`src/rtl/mult_div_pkg.sv`:
```
// mult_div_pkg: shared state encoding, op codes and iteration count for mult_div_seq.
package mult_div_pkg;

    typedef enum logic [1:0] {IDLE, MULT, DIV, DONE} state_e;

    localparam logic OP_MULT    = 1'b0;
    localparam logic OP_DIV     = 1'b1;
    localparam int   ITERATIONS = 32;

    function automatic logic [31:0] abs32(input logic [31:0] x);
        return x[31] ? -x : x;
    endfunction

endpackage

```
`src/rtl/mult_div_seq.sv`:
```
// mult_div_seq: sequential signed 32x32 multiply (radix-2 Booth) and divide (restoring),
// 32 iterations each, 64-bit hi/lo result held until the next successful operation.
module mult_div_seq
    import mult_div_pkg::*;
(
    input  logic        clk,
    input  logic        reset,
    input  logic        start,
    input  logic        op,
    input  logic [31:0] a_in,
    input  logic [31:0] b_in,
    output logic        busy,
    output logic        done,
    output logic        div_zero,
    output logic [31:0] hi_out,
    output logic [31:0] lo_out
);

    state_e      state_q;
    logic [4:0]  cnt_q;
    logic [32:0] u_q;
    logic [31:0] l_q;
    logic [31:0] m_q;
    logic        q_m1_q;
    logic        neg_q_q;
    logic        neg_r_q;
    logic        busy_q;
    logic        done_q;
    logic        dz_q;
    logic [31:0] hi_q;
    logic [31:0] lo_q;

    // u_q is the Booth upper partial product or the divide remainder; l_q is the
    // multiplier being shifted out or the dividend shifting into the quotient.
    logic [32:0] m_ext;
    logic [32:0] booth_sum;
    logic [32:0] shifted;
    logic [32:0] trial;
    logic        ge;
    logic [32:0] u_d;
    logic [31:0] l_d;
    logic [31:0] res_hi;
    logic [31:0] res_lo;

    always_comb begin
        m_ext     = {m_q[31], m_q};
        booth_sum = ({l_q[0], q_m1_q} == 2'b01) ? u_q + m_ext :
                    ({l_q[0], q_m1_q} == 2'b10) ? u_q - m_ext : u_q;
        shifted   = {u_q[31:0], l_q[31]};
        trial     = shifted - {1'b0, m_q};
        ge        = !trial[32];
        u_d       = (state_q == DIV) ? (ge ? trial : shifted) : {booth_sum[32], booth_sum[32:1]};
        l_d       = (state_q == DIV) ? {l_q[30:0], ge} : {booth_sum[0], l_q[31:1]};
        res_hi    = (state_q == DIV) ? (neg_r_q ? -u_d[31:0] : u_d[31:0]) : u_d[31:0];
        res_lo    = (state_q == DIV) ? (neg_q_q ? -l_d : l_d) : l_d;
    end

    always_ff @(posedge clk) begin
        if (reset) begin
            state_q <= IDLE;
            cnt_q   <= '0;
            u_q     <= '0;
            l_q     <= '0;
            m_q     <= '0;
            q_m1_q  <= 1'b0;
            neg_q_q <= 1'b0;
            neg_r_q <= 1'b0;
            busy_q  <= 1'b0;
            done_q  <= 1'b0;
            dz_q    <= 1'b0;
            hi_q    <= '0;
            lo_q    <= '0;
        end else begin
            case (state_q)
                IDLE: begin
                    cnt_q  <= '0;
                    done_q <= 1'b0;
                    dz_q   <= 1'b0;
                    if (start) begin
                        if (op == OP_DIV && b_in == '0) begin
                            state_q <= DONE;
                            done_q  <= 1'b1;
                            dz_q    <= 1'b1;
                        end else if (op == OP_DIV) begin
                            state_q <= DIV;
                            busy_q  <= 1'b1;
                            u_q     <= '0;
                            l_q     <= abs32(a_in);
                            m_q     <= abs32(b_in);
                            neg_q_q <= a_in[31] ^ b_in[31];
                            neg_r_q <= a_in[31];
                        end else begin
                            state_q <= MULT;
                            busy_q  <= 1'b1;
                            u_q     <= '0;
                            l_q     <= b_in;
                            m_q     <= a_in;
                            q_m1_q  <= 1'b0;
                        end
                    end
                end
                MULT, DIV: begin
                    u_q    <= u_d;
                    l_q    <= l_d;
                    q_m1_q <= l_q[0];
                    cnt_q  <= cnt_q + 5'd1;
                    if (cnt_q == 5'(ITERATIONS - 1)) begin
                        state_q <= DONE;
                        busy_q  <= 1'b0;
                        done_q  <= 1'b1;
                        hi_q    <= res_hi;
                        lo_q    <= res_lo;
                    end
                end
                default: begin
                    state_q <= IDLE;
                    done_q  <= 1'b0;
                    dz_q    <= 1'b0;
                end
            endcase
        end
    end

    assign busy     = busy_q;
    assign done     = done_q;
    assign div_zero = dz_q;
    assign hi_out   = hi_q;
    assign lo_out   = lo_q;

endmodule

```
`config.mk`:
```
export PLATFORM = sky130hd
export DESIGN_NAME = mult_div_seq
export DESIGN_NICKNAME = d
export VERILOG_FILES = /design/src/rtl/mult_div_pkg.sv /design/src/rtl/mult_div_seq.sv
export SDC_FILE = /design/constraint.sdc
export NUM_CORES = 1
export LEC_CHECK = 0
export ABC_AREA = 0
export BUFFER_PORTS_ARGS = -buffer_cell sky130_fd_sc_hd__buf_2
export CAP_MARGIN = 20
export CORE_MARGIN = 2
export CORE_UTILIZATION = 57
export CTS_CLUSTER_SIZE = 20
export DETAILED_ROUTE_END_ITERATION = 10
export PLACE_DENSITY = 0.76
export RECOVER_POWER = 25
export SYNTH_ARGS = -nofsm -noshare
export SYNTH_HDL_FRONTEND = slang
export SYNTH_SLANG_ARGS = --single-unit
```
`constraint.sdc`:
```
create_clock -name clk -period 6.4 [get_ports clk]
set_input_delay 0.32 -clock clk [delete_from_list [all_inputs] [get_ports clk]]
set_output_delay 0.32 -clock clk [all_outputs]
set_load 0.01 [all_outputs]
```
==> results.sh <==
export IMPL_n_fill_cell=2905
export IMPL_numPortBuffers=134
export IMPL_die_x_um=181
export IMPL_clk_pin_slew_ns=0.08
export IMPL_fmax_mhz=162
export IMPL_synth_seq_cells=174
export IMPL_crit_end="lo_out[31]$_SDFFE_PP0P_"
export IMPL_crit_type="reg2reg"
export IMPL_syn_num_nets=2676
export IMPL_synth_top_cell_by_area="dfxtp_1"
export IMPL_cts_tree="built"
export IMPL_start_util=0.580
export IMPL_start_kind="flip-flop"
export IMPL_crit_path_start="m_q[7]$_SDFFE_PP0P_"
export IMPL_netlist_area_mm2=0.0178
export IMPL_routabilityCongestion=1.01
export IMPL_fin_crit_sh=0.965
export IMPL_hold_viol=0
export IMPL_setup_tns_ns=0
export IMPL_p_per_area_mw_per_mm2=469
export IMPL_p_leak_nw=7.62
export IMPL_grt_pass1_vias=18800
export IMPL_clk_latency_ns=0.46
export IMPL_fp_row_count=64
export IMPL_ys_types=111
export IMPL_grt_pass1_wl_um=110000
export IMPL_drt_iter0_markers=2475
export IMPL_final_util=0.626
export IMPL_cp_required_ns=6.76
export IMPL_insertedDiodeCount=0
export IMPL_via_per_inst=6.88
export IMPL_place_area_mm2=0.0186
export IMPL_slew_viol_final=0
export IMPL_relSlewSlack=0.244
export IMPL_synth_top_area_frac=0.196
export IMPL_synthToLayoutAreaGrowth_pct=8.01
export IMPL_grt_max_degree=122
export IMPL_synth_most_common_cell="nand2_1"
export IMPL_timing_rr_end="lo_out[31]$_SDFFE_PP0P_"
export IMPL_synthArstFlopShare=0
export IMPL_hp_class="in2reg"
export IMPL_holdBufCountCts=0
export IMPL_r2r_cells=22
export IMPL_vdd_ir_drop_worst_v=0.000559
export IMPL_core_mm2=0.0307
export IMPL_routedWlPerCell_um=24.6
export IMPL_status="finished clean"
export IMPL_cp_max_fo=26
export IMPL_numCtsBuffers=17
export IMPL_total_power_mw=9.02
export IMPL_cts_path_max_buffers=2
export IMPL_clock_sinks=174
export IMPL_synth_flop_cell="dfxtp_1"
export IMPL_synth_edf_count=0
export IMPL_place_detailed_hpwl_um=54300
export IMPL_wl_um=72300
export IMPL_vias=20200
export IMPL_h_tree_depth=4
export IMPL_cts_root_buf="clkbuf_16"
export IMPL_clock_skew_ns=0.0124
export IMPL_setup_viol=0
export IMPL_synth_warnings=0
export IMPL_ys_seq_area_frac=0.196
export IMPL_grtUsageTotal=0.428
export IMPL_r2r_slack_ns=0.22
export IMPL_r2r_start="m_q[7]$_SDFFE_PP0P_"
export IMPL_fin_area_mm2=0.0192
export IMPL_min_from="a_in[3]"
export IMPL_period_needed_ns=6.18
export IMPL_max_cap_violations=0
export IMPL_cp_end_kind="flip-flop"
export IMPL_rsz0062_at_grt="false"
export IMPL_drive_gt1_frac=0.0943
export IMPL_dieArea_mm2=0.0326
export IMPL_layout_nets=2710
export IMPL_synth_area_top_cells="dfxtp_1, ha_1, a21oi_1"
export IMPL_first_pass_iters=6
export IMPL_gr_total_overflow=0
export IMPL_grt_antenna_before_repair=1
export IMPL_yosys_top_cells_count="nand2_1, a21oi_1, nor2_1"
export IMPL_drc=0
export IMPL_syn_inst=2498
export IMPL_arrival_ns=6.54
export IMPL_drtAntennaViolNets=0
export IMPL_pin_count=135
export IMPL_die_h_um=181
export IMPL_postSynthAreaPerCell_um2=7.12
export IMPL_tightest_slew_ns=1.12
stage by stage:
stage	hold slack (ns)	worst slack [ns]	instances
after CTS	0.220	0.370	2940
after global routing	0.254	0.00798	2941
final	0.226	0.223	2941
after floorplan	0.444	0.850	2498
after global placement	0.438	0.567	2908
after detailed placement	0.442	0.412	2908
layout by cell type, fill, tap and decap left out, drive strengths merged, types with 28 or more instances in the layout:
master,count
a211oi,72
a21o,28
a21oi,272
a31oi,47
buf,116
clkbuf,77
dfxtp,174
ha,107
inv,106
mux2i,47
nand2,289
nand3,54
nor2,259
nor3,68
o211ai,50
o21ai,161
o31ai,37
or3,29
xnor2,59
xor2,86
worst max-delay path, cell delays in order (launching register included):
cell and delay [ns]:
dfxtp_1 0.37, inv_1 0.08, ha_1 0.36, a21o_1 0.28, a221oi_2 0.32, a2bb2oi_1 0.48, nand3_1 0.14, a21oi_1 0.22
o21bai_1 0.08, a21o_1 0.18, ha_1 0.34, buf_12 0.20, nor3_1 0.18, a21oi_1 0.06, or4_1 0.46, or4b_1 0.56
or4_4 0.48, nor4_2 0.30, a41oi_1 0.26, a21oi_2 0.23, nand2_1 0.09, xor2_1 0.14, a211oi_1 0.26
power breakdown:
group,total [mW],internal [mW],switching (mW)
sequential,1.47,1.25,0.213
combinational,6.44,2.08,4.36
clock,1.11,0.566,0.546
total,9.02,3.90,5.11
logic make-up after synthesis:
family	after synthesis	share of synthesized area
mux	59	0.0341
fa+ha+maj	110	0.0787
xor+xnor	145	0.0714
compound gates	872	0.327
buf+inv	262	0.0592
flops	174	0.196
simple gates	876	0.234
area by class of cell:
class,count,area (um^2),share of cell area
multi-input combinational,2062,13300,0.692
timing repair buffer,176,928,0.0483
clock inverter,15,196,0.0102
inverter,101,383,0.0199
tap,396,495,0.0258
sequential,174,3480,0.181
clock buffer,17,425,0.0221
per-layer routing:
metal,vias up,track usage,part of all wire
met5,-,0,0.00012
met3,251,0.101,0.11
met4,2,0.213,0.054
li1,9234,-,-
met2,1220,0.668,0.44
met1,9541,0.553,0.40
state kept, by name (all words and copies together), names as in the netlist, 2 cells and up:
register,flops
cnt_q,5
m_q,32
u_q,33
state_q,2
hi_out,32
lo_out,32
l_q,32
worst min-delay path by stage:
stage                                          to  slack (ns)  cells after the start
after global routing          m_q[3]$_SDFFE_PP0P_        0.25                      3
final                         m_q[3]$_SDFFE_PP0P_        0.23                      3
after detailed placement  lo_out[22]$_SDFFE_PP0P_        0.44                      2
after CTS                     m_q[3]$_SDFFE_PP0P_        0.22                      3
after floorplan              l_q[16]$_SDFFE_PP0P_        0.44                      2
after global placement    lo_out[15]$_SDFFE_PP0P_        0.44                      2
repair_timing:
item                                    in CTS  in global routing
endpoints found under the setup margin       0                  7
setup buffers                                0                  1
gates resized for setup                      0                  4
Power figures use the tool's default switching activity.
